==> config.mk <==
export PLATFORM = sky130hd
export DESIGN_NAME = sram_port_arbiter_flat
export DESIGN_NICKNAME = d
export VERILOG_FILES = /design/src/rtl/sram_port_arbiter_pkg.sv /design/src/rtl/sram_port_arbiter_if.sv /design/src/rtl/sram_port_arbiter_rr2.sv /design/src/rtl/sram_port_arbiter.sv /design/src/flat_wrapper.sv
export SDC_FILE = /design/constraint.sdc
export NUM_CORES = 1
export LEC_CHECK = 0
export CAP_MARGIN = 20
export CORE_AREA = 10 10 140 142
export CTS_CLUSTER_DIAMETER = 80
export CTS_CLUSTER_SIZE = 25
export DETAILED_ROUTE_END_ITERATION = 12
export DIE_AREA = 0 0 150 152
export GPL_TIMING_DRIVEN = 0
export PLACE_DENSITY_LB_ADDON = 0.12
export SLEW_MARGIN = 0
export SYNTH_ARGS = -nofsm -noshare
export SYNTH_HDL_FRONTEND = slang
export SYNTH_HIERARCHICAL = 1
export SYNTH_SLANG_ARGS = --single-unit
==> constraint.sdc <==
create_clock -name clk -period 4.4 [get_ports clk]
set_input_delay 0.44 -clock clk [delete_from_list [all_inputs] [get_ports clk]]
set_output_delay 0.44 -clock clk [all_outputs]
set_load 0.02 [all_outputs]
==> src/rtl/sram_port_arbiter_pkg.sv <==
`default_nettype none
// ============================================================================
// Module : sram_port_arbiter_pkg
// Brief  : Shared types for the instruction/data SRAM port arbiter: FSM state
//          encoding, grant identifiers and one-hot grant bit positions.
// Rev    : 1.0  initial release
// ============================================================================
package sram_port_arbiter_pkg;

  // Arbiter FSM states, explicit 3-bit encoding
  typedef enum logic [2:0] {
    ST_IDLE    = 3'd0,
    ST_I0_REQ  = 3'd1,
    ST_I0_WAIT = 3'd2,
    ST_I1_REQ  = 3'd3,
    ST_I1_WAIT = 3'd4,
    ST_D_REQ   = 3'd5,
    ST_D_WAIT  = 3'd6
  } state_t;

  // Identity of the requester that received the most recent grant
  typedef enum logic {
    GNT_INST = 1'b0,
    GNT_DATA = 1'b1
  } gnt_id_t;

  // Bit positions inside the one-hot request/grant vectors
  localparam int c_inst_bit = 0;
  localparam int c_data_bit = 1;

  // True in the states that present a request on the downstream bus
  function automatic logic is_req_state(input state_t s);
    return (s == ST_I0_REQ) || (s == ST_I1_REQ) || (s == ST_D_REQ);
  endfunction

endpackage
`default_nettype wire

==> src/rtl/sram_port_arbiter_if.sv <==
`default_nettype none
// ============================================================================
// Module : sram_port_arbiter_if
// Brief  : Signal bundle for the arbiter: instruction-fetch port, data port
//          and the shared downstream SRAM-like bus.
//          slave  : arbiter view (serves the two requesters, drives the bus)
//          master : environment view (requesters plus downstream memory)
// Rev    : 1.0  initial release
// ============================================================================
interface sram_port_arbiter_if #(
  parameter int ADDR_W = 32,
  parameter int DATA_W = 32
);
  // instruction fetch port (64-bit pair)
  logic                  inst_req;
  logic [ADDR_W-1:0]     inst_addr;
  logic                  inst_addr_ok;
  logic                  inst_data_ok;
  logic [2*DATA_W-1:0]   inst_rdata;
  // data port
  logic                  data_req;
  logic                  data_wr;
  logic [DATA_W/8-1:0]   data_wstrb;
  logic [ADDR_W-1:0]     data_addr;
  logic [DATA_W-1:0]     data_wdata;
  logic                  data_addr_ok;
  logic                  data_data_ok;
  logic [DATA_W-1:0]     data_rdata;
  // downstream bus
  logic                  bus_req;
  logic                  bus_wr;
  logic [DATA_W/8-1:0]   bus_wstrb;
  logic [ADDR_W-1:0]     bus_addr;
  logic [DATA_W-1:0]     bus_wdata;
  logic                  bus_addr_ok;
  logic                  bus_data_ok;
  logic [DATA_W-1:0]     bus_rdata;

  modport slave (
    input  inst_req, inst_addr,
    output inst_addr_ok, inst_data_ok, inst_rdata,
    input  data_req, data_wr, data_wstrb, data_addr, data_wdata,
    output data_addr_ok, data_data_ok, data_rdata,
    output bus_req, bus_wr, bus_wstrb, bus_addr, bus_wdata,
    input  bus_addr_ok, bus_data_ok, bus_rdata
  );

  modport master (
    output inst_req, inst_addr,
    input  inst_addr_ok, inst_data_ok, inst_rdata,
    output data_req, data_wr, data_wstrb, data_addr, data_wdata,
    input  data_addr_ok, data_data_ok, data_rdata,
    input  bus_req, bus_wr, bus_wstrb, bus_addr, bus_wdata,
    output bus_addr_ok, bus_data_ok, bus_rdata
  );

endinterface
`default_nettype wire

==> src/rtl/sram_port_arbiter_rr2.sv <==
`default_nettype none
// ============================================================================
// Module : arb_rr2
// Brief  : Two-way round-robin picker. A lone requester always wins; on a
//          simultaneous request the one that did not win last time is chosen.
//          Purely combinational, one-hot grant.
// Rev    : 1.0  initial release
// ============================================================================
module arb_rr2
  import sram_port_arbiter_pkg::*;
(
  input  logic [1:0] req,
  input  gnt_id_t    last,
  output logic [1:0] gnt
);

  // Pick the single requester, or alternate away from the previous winner
  always_comb begin
    gnt = 2'b00;
    unique case (req)
      2'b01:   gnt[c_inst_bit] = 1'b1;
      2'b10:   gnt[c_data_bit] = 1'b1;
      2'b11: begin
        if (last == GNT_INST) gnt[c_data_bit] = 1'b1;
        else                  gnt[c_inst_bit] = 1'b1;
      end
      default: gnt = 2'b00;
    endcase
  end

endmodule
`default_nettype wire

==> src/rtl/sram_port_arbiter.sv <==
`default_nettype none
// ============================================================================
// Module : sram_port_arbiter
// Brief  : Shares one SRAM-like port between instruction fetch (two 32-bit
//          beats per 64-bit pair) and the data path. One outstanding
//          downstream transaction; round-robin between the requesters.
// Rev    : 1.0  initial release
// ============================================================================
module sram_port_arbiter
  import sram_port_arbiter_pkg::*;
#(
  parameter int ADDR_W     = 32,
  parameter int DATA_W     = 32,
  parameter bit DATA_FIRST = 1'b1
) (
  input  logic                clk,
  input  logic                resetn,
  sram_port_arbiter_if.slave  port
);

  // Seeding last-grant with the other side makes the preferred side win first
  localparam gnt_id_t          c_last_rst    = DATA_FIRST ? GNT_INST : GNT_DATA;
  localparam logic [ADDR_W-1:0] c_beat_stride = ADDR_W'(DATA_W / 8);

  state_t              r_state;
  state_t              w_state_nxt;
  gnt_id_t             r_last;
  logic [ADDR_W-1:0]   r_addr;
  logic                r_wr;
  logic [DATA_W/8-1:0] r_wstrb;
  logic [DATA_W-1:0]   r_wdata;
  logic [2*DATA_W-1:0] r_inst_rdata;
  logic [DATA_W-1:0]   r_data_rdata;
  logic                r_inst_data_ok;
  logic                r_data_data_ok;

  logic [1:0]          w_req;
  logic [1:0]          w_gnt;
  logic                w_grant_inst;
  logic                w_grant_data;
  logic                w_beat_done;

  // Requests are masked during reset so no accept pulse escapes while resetn is low
  assign w_req[c_inst_bit] = port.inst_req & resetn;
  assign w_req[c_data_bit] = port.data_req & resetn;

  arb_rr2 u_arb (
    .req  (w_req),
    .last (r_last),
    .gnt  (w_gnt)
  );

  // State register
  always_ff @(posedge clk or negedge resetn) begin
    if (!resetn) r_state <= ST_IDLE;
    else         r_state <= w_state_nxt;
  end

  // Next-state, grant and beat-completion decode
  always_comb begin
    w_state_nxt  = r_state;
    w_grant_inst = 1'b0;
    w_grant_data = 1'b0;
    w_beat_done  = 1'b0;
    unique case (r_state)
      ST_IDLE: begin
        if (w_gnt[c_data_bit]) begin
          w_grant_data = 1'b1;
          w_state_nxt  = ST_D_REQ;
        end else if (w_gnt[c_inst_bit]) begin
          w_grant_inst = 1'b1;
          w_state_nxt  = ST_I0_REQ;
        end
      end
      ST_I0_REQ: begin
        if (port.bus_addr_ok) begin
          w_beat_done = port.bus_data_ok;
          w_state_nxt = port.bus_data_ok ? ST_I1_REQ : ST_I0_WAIT;
        end
      end
      ST_I0_WAIT: begin
        if (port.bus_data_ok) begin
          w_beat_done = 1'b1;
          w_state_nxt = ST_I1_REQ;
        end
      end
      ST_I1_REQ: begin
        if (port.bus_addr_ok) begin
          w_beat_done = port.bus_data_ok;
          w_state_nxt = port.bus_data_ok ? ST_IDLE : ST_I1_WAIT;
        end
      end
      ST_I1_WAIT: begin
        if (port.bus_data_ok) begin
          w_beat_done = 1'b1;
          w_state_nxt = ST_IDLE;
        end
      end
      ST_D_REQ: begin
        if (port.bus_addr_ok) begin
          w_beat_done = port.bus_data_ok;
          w_state_nxt = port.bus_data_ok ? ST_IDLE : ST_D_WAIT;
        end
      end
      ST_D_WAIT: begin
        if (port.bus_data_ok) begin
          w_beat_done = 1'b1;
          w_state_nxt = ST_IDLE;
        end
      end
      default: w_state_nxt = ST_IDLE;
    endcase
  end

  // Request latching on grant, beat-address advance and response capture
  always_ff @(posedge clk or negedge resetn) begin
    if (!resetn) begin
      r_last         <= c_last_rst;
      r_addr         <= '0;
      r_wr           <= 1'b0;
      r_wstrb        <= '0;
      r_wdata        <= '0;
      r_inst_rdata   <= '0;
      r_data_rdata   <= '0;
      r_inst_data_ok <= 1'b0;
      r_data_data_ok <= 1'b0;
    end else begin
      r_inst_data_ok <= 1'b0;
      r_data_data_ok <= 1'b0;
      if (w_grant_inst) begin
        r_addr  <= port.inst_addr;
        r_wr    <= 1'b0;
        r_wstrb <= '0;
        r_wdata <= '0;
        r_last  <= GNT_INST;
      end
      if (w_grant_data) begin
        r_addr  <= port.data_addr;
        r_wr    <= port.data_wr;
        r_wstrb <= port.data_wr ? port.data_wstrb : '0;
        r_wdata <= port.data_wdata;
        r_last  <= GNT_DATA;
      end
      if (w_beat_done) begin
        unique case (r_state)
          ST_I0_REQ, ST_I0_WAIT: begin
            r_inst_rdata[DATA_W-1:0] <= port.bus_rdata;
            r_addr                   <= r_addr + c_beat_stride;
          end
          ST_I1_REQ, ST_I1_WAIT: begin
            r_inst_rdata[2*DATA_W-1:DATA_W] <= port.bus_rdata;
            r_inst_data_ok                  <= 1'b1;
          end
          ST_D_REQ, ST_D_WAIT: begin
            if (!r_wr) r_data_rdata <= port.bus_rdata;
            r_data_data_ok <= 1'b1;
          end
          default: ;
        endcase
      end
    end
  end

  assign port.inst_addr_ok = w_grant_inst;
  assign port.data_addr_ok = w_grant_data;
  assign port.inst_data_ok = r_inst_data_ok;
  assign port.data_data_ok = r_data_data_ok;
  assign port.inst_rdata   = r_inst_rdata;
  assign port.data_rdata   = r_data_rdata;

  assign port.bus_req      = is_req_state(r_state);
  assign port.bus_wr       = r_wr;
  assign port.bus_wstrb    = r_wstrb;
  assign port.bus_addr     = r_addr;
  assign port.bus_wdata    = r_wdata;

endmodule
`default_nettype wire
==> src/flat_wrapper.sv <==
// flat-port wrapper written by rule: the top's interface ports become plain ports
module sram_port_arbiter_flat import sram_port_arbiter_pkg::*;
#(
  parameter int ADDR_W     = 32,
  parameter int DATA_W     = 32,
  parameter bit DATA_FIRST = 1'b1
)
  (clk, resetn, port_inst_req, port_inst_addr, port_inst_addr_ok, port_inst_data_ok, port_inst_rdata, port_data_req, port_data_wr, port_data_wstrb, port_data_addr, port_data_wdata, port_data_addr_ok, port_data_data_ok, port_data_rdata, port_bus_req, port_bus_wr, port_bus_wstrb, port_bus_addr, port_bus_wdata, port_bus_addr_ok, port_bus_data_ok, port_bus_rdata);
  sram_port_arbiter_if #(.ADDR_W(ADDR_W), .DATA_W(DATA_W)) port_i ();
  input  logic clk;
  input  logic resetn;
  input wire logic [$bits(port_i.inst_req)-1:0] port_inst_req;
  input wire logic [$bits(port_i.inst_addr)-1:0] port_inst_addr;
  output wire logic [$bits(port_i.inst_addr_ok)-1:0] port_inst_addr_ok;
  output wire logic [$bits(port_i.inst_data_ok)-1:0] port_inst_data_ok;
  output wire logic [$bits(port_i.inst_rdata)-1:0] port_inst_rdata;
  input wire logic [$bits(port_i.data_req)-1:0] port_data_req;
  input wire logic [$bits(port_i.data_wr)-1:0] port_data_wr;
  input wire logic [$bits(port_i.data_wstrb)-1:0] port_data_wstrb;
  input wire logic [$bits(port_i.data_addr)-1:0] port_data_addr;
  input wire logic [$bits(port_i.data_wdata)-1:0] port_data_wdata;
  output wire logic [$bits(port_i.data_addr_ok)-1:0] port_data_addr_ok;
  output wire logic [$bits(port_i.data_data_ok)-1:0] port_data_data_ok;
  output wire logic [$bits(port_i.data_rdata)-1:0] port_data_rdata;
  output wire logic [$bits(port_i.bus_req)-1:0] port_bus_req;
  output wire logic [$bits(port_i.bus_wr)-1:0] port_bus_wr;
  output wire logic [$bits(port_i.bus_wstrb)-1:0] port_bus_wstrb;
  output wire logic [$bits(port_i.bus_addr)-1:0] port_bus_addr;
  output wire logic [$bits(port_i.bus_wdata)-1:0] port_bus_wdata;
  input wire logic [$bits(port_i.bus_addr_ok)-1:0] port_bus_addr_ok;
  input wire logic [$bits(port_i.bus_data_ok)-1:0] port_bus_data_ok;
  input wire logic [$bits(port_i.bus_rdata)-1:0] port_bus_rdata;
  assign port_i.inst_req = port_inst_req;
  assign port_i.inst_addr = port_inst_addr;
  assign port_inst_addr_ok = port_i.inst_addr_ok;
  assign port_inst_data_ok = port_i.inst_data_ok;
  assign port_inst_rdata = port_i.inst_rdata;
  assign port_i.data_req = port_data_req;
  assign port_i.data_wr = port_data_wr;
  assign port_i.data_wstrb = port_data_wstrb;
  assign port_i.data_addr = port_data_addr;
  assign port_i.data_wdata = port_data_wdata;
  assign port_data_addr_ok = port_i.data_addr_ok;
  assign port_data_data_ok = port_i.data_data_ok;
  assign port_data_rdata = port_i.data_rdata;
  assign port_bus_req = port_i.bus_req;
  assign port_bus_wr = port_i.bus_wr;
  assign port_bus_wstrb = port_i.bus_wstrb;
  assign port_bus_addr = port_i.bus_addr;
  assign port_bus_wdata = port_i.bus_wdata;
  assign port_i.bus_addr_ok = port_bus_addr_ok;
  assign port_i.bus_data_ok = port_bus_data_ok;
  assign port_i.bus_rdata = port_bus_rdata;
  sram_port_arbiter #(.ADDR_W(ADDR_W), .DATA_W(DATA_W), .DATA_FIRST(DATA_FIRST)) u_core (.clk(clk), .resetn(resetn), .port(port_i));
endmodule
==> results of run 1 <==
## how the worst max path moves through the flow
| stage | startpoint | slack (ns) | depth (start not counted) | to |
|---|---|---|---|---|
| finish | resetn | 0.61 | 10 | port_inst_addr_ok |
| global route | resetn | 0.49 | 10 | port_inst_addr_ok |
| CTS | resetn | 0.16 | 10 | port_inst_addr_ok |
| detailed placement | resetn | 0.15 | 10 | port_inst_addr_ok |
| global placement | resetn | -5.66 | 8 | port_inst_addr_ok |
| floorplan | port_inst_req | 2.23 | 7 | port_inst_addr_ok |
## state kept, by name, indices dropped and copies added, names as in the netlist, 3 cells and up
| name | count |
|---|---|
| u_core/port.bus_addr | 32 |
| u_core/port.inst_rdata | 64 |
| u_core/r_state | 3 |
| u_core/port.bus_wstrb | 4 |
| u_core/port.data_rdata | 32 |
| u_core/port.bus_wdata | 32 |
## synthesized netlist by cell type (2+ instances only)
library cell	n	share of area, %
dfrtp_1	171	54
nand2_1	122	5.8
mux2_2	60	8.6
nor2_1	52	2.5
a22o_1	33	3.7
a21oi_1	27	1.7
nand3_1	26	1.6
buf_2	24	1.5
o21ai_0	18	1.1
xor2_1	18	2.0
clkbuf_1	16	0.76
o22ai_1	13	1.0
inv_1	12	0.57
nand2b_1	12	0.95
a221oi_1	10	1.1
a31oi_1	10	0.79
and3_1	8	0.63
nand4_1	8	0.63
buf_4	7	0.67
or3_1	6	0.48
xnor2_1	6	0.67
mux2i_1	5	0.63
nor2b_1	5	0.40
nor3_1	5	0.32
o211ai_1	5	0.48
o21ai_1	5	0.32
a32o_1	4	0.51
buf_6	4	0.57
mux2_1	4	0.57
o22a_1	4	0.44
o31ai_1	4	0.38
o221ai_1	3	0.33
a211oi_1	2	0.19
a22oi_1	2	0.19
and2_1	2	0.16
buf_1	2	0.095
nand2_2	2	0.16
nand3b_1	2	0.19
## power by group
group / total, mW / switching, mW / internal [mW]
Sequential: 2.89 / 0.555 / 2.34
Combinational: 4.85 / 2.54 / 2.32
Clock: 1.51 / 0.689 / 0.820
## layer usage
| metal | vias to the layer above | wire length [µm] |
|---|---|---|
| met4 | 2 | 727 |
| met3 | 51 | 3480 |
| met1 | 3489 | 10300 |
| met5 | - | 13 |
| li1 | 3312 | - |
| met2 | 354 | 13600 |
## kinds of logic after synthesis
logic type / count (synthesis) / share of synthesized area, %
compound gates: 151 / 13.5
xor+xnor: 24 / 2.66
fa+ha+maj: 1 / 0.159
buf+inv: 67 / 4.30
flops: 171 / 54.2
mux: 69 / 9.77
simple gates: 261 / 15.4
## worst max-delay path, delay by kind of cell
| kind | cells | cell delay, ns |
|---|---|---|
| and+or+nand+nor | 3 | 0.50 |
| AOI/OAI and AO/OA | 1 | 0.19 |
| buffers and inverters | 6 | 2.16 |
## area by class of cell
cell class                      count  area share, %
Clock buffer                       18           3.67
Sequential cell                   171           35.8
Tap cell                          225           2.35
Buffer                             54           2.43
Inverter                           13          0.408
Multi-Input combinational cell    506           27.4
Timing Repair Buffer              312           26.7
Clock inverter                     14           1.28
Antenna cell                        1         0.0209
## timing repair
item / in CTS / in global routing
resized for setup: 0 / 1
hold endpoints to repair: 0 / 28
hold buffers: 0 / 3
endpoints found under the setup margin: 0 / 1
==> implementation parameters, run 1 <==
Parameter                              Value

Yosys
  Flip-flop and latch count after synthesis    around 170
  Mean post-synth cell area    10.6 µm²
  Count of mapped cells out of synthesis    744
  Most common flop cell mapped by yosys    dfrtp_1
  Part of the Yosys area used for sequential elements    54.2%
  Async set-or-reset flop fraction in the synthesized netlist    100%
  Count of synthesis-stage warnings from yosys    6
  Area of the mapped netlist    between 7000 and 8000 µm²
  Number of unique standard cell types used by synthesis    63
  Number of enable-type register cells in the synthesized netlist    0
  Synthesized net count    just under 900

Outcome
  Run status    completed

Drt
  DRC violation count after routing    0
  Starting DRT DRC Count    635
  Post-DR wirelength/cell    21.4 µm
  Via/cell ratio    5.49
  Residual antenna-violating net count after detailed routing    0
  Total Wirelength    approximately 28,000 µm
  Routed via count    approximately 7,000
  Number of iterations in the first detailed-routing pass    6

Final layout
  Leading cell type in the layout, fill and taps excluded    clkdlybuf4s50_1
  Footprint of the multi-input gates    3270 µm²
  Reg area    about 4300 µm²
  Area growth from synthesis to final layout    51.5%
  Final non-filler cell area    about 12,000 µm²
  Non-Filler Instances    1,314
  Filler cell count in the final layout    around 1,300
  Share of final-layout standard cells stronger than drive strength 1    between 10% and 20%
  Most frequent cells in the layout    307 x clkdlybuf4s50_1, 171 x dfrtp_1, 122 x nand2_1, 60 x mux2_2, 52 x nor2_1
  Fin nets    1,215
  End-of-flow core utilization    70.6%

Timing
  RSZ-0062 raised after global routing    false
  Achievable frequency    0.264 GHz
  Number of endpoints failing setup at the final stage    0
  Worst slew margin relative to its limit    57.1%
  Final worst path period need    approximately 3.8 ns
  Post-route clock skew    0.0120 ns
  Min Hold Slack    0.0157 ns
  Number of pins exceeding their max-slew limit in the final report    0
  Hold Violations, Final    0
  Final setup TNS    0 ns
  Worst Slack Setup Final    0.606 ns
  Final period util    86.2%
  Tightest Pin Transition    0.638 ns

Worst setup path
  Critical path required time    slightly below 4 ns
  Category of the worst setup path capture point    primary output
  Delay of the slowest cell on the worst path    0.65 ns
  Critical path fanouts, max    87
  Critical path class    input pin to primary output
  CP most frequent cell    buf_2
  Endpoint arrival time on the critical path    3.35 ns
  Worst Setup Start Kind    input pin
  Flop-to-flop setup slack    just under 2 ns
  Worst r2r src    u_core/r_last
  Worst R2R Path Depth    8
  CP Cell Sequence    buf_12, buf_16, and2_1, a21boi_1, buf_2, clkbuf_1, buf_2, nand2_1, nor2_1, clkdlybuf4s50_1
  Highest-delay cell along the critical path    clkdlybuf4s50_1
  Destination of the worst register-to-register timing path    u_core/port.bus_addr[19]

Pwr
  Total Power Consumption    9.25 mW
  Total leakage power    a little over 5 nW
  PD cells    774 nW/µm²
  Peak supply drop    0.400 mV

Placed design
  Number of placed instances, taps included    1,278
  I/O Buffers    approximately 310
  Routability congestion estimate    between 0.8 and 0.9
  Worst setup timing slack at the placement stage    0.148 ns
  Cell Area, Placed    11,300 µm²
  Sum of net half-perimeters after detailed placement    just over 20,000 µm

Clocking
  Clk slew on worst S/H paths    0.07 ns
  CTS root buffer    clkbuf_16
  Later-pin clock latency in the skew report    0.43 ns
  Buffer levels on the longest clock path    2
  H-tree levels    4
  CTS sink count    around 170
  Count of buffers added by post-CTS timing repair for setup    0
  TritonCTS clock tree    built
  Number of buffers inserted during clock tree synthesis    17

Min path
  Kind of path behind the tightest hold check    input pin to asynchronous set/reset pin

Global route
  GRT Max-Usage Layer    met2
  Global-route wire length before repair    42,900 µm
  Pin count of the biggest net entering global routing    88
  Aggregate global routing overflow    0
  Vias in the first global route    7,204
  Global-route usage over all layers    24.1%
  Met3 routing resource usage after global routing    10.7%
  Number of antenna violations at the first check in global routing    2
  Met1 usage in global routing    between 20 and 30%
  Global-route track usage on met2    38.9%

Die
  IO Pins    309
  Vertical die dimension    152 µm
  Overall die width    approximately 150 µm
  Die area    ~23,000 µm²
  Starting density of the core    46.6%
  Number of cell rows    48
  Area inside the core boundary    16,900 µm²

Run
  Max-cap violations    0
Power figures use the tool's default switching activity.
==> inputs of run 2 (changes only) <==
Settings changed: CTS_CLUSTER_SIZE 25 to 40, SLEW_MARGIN 0 to 20.
==> results of run 2 <==
No change in the layout: final DEF, timing and power equal those of run 1.
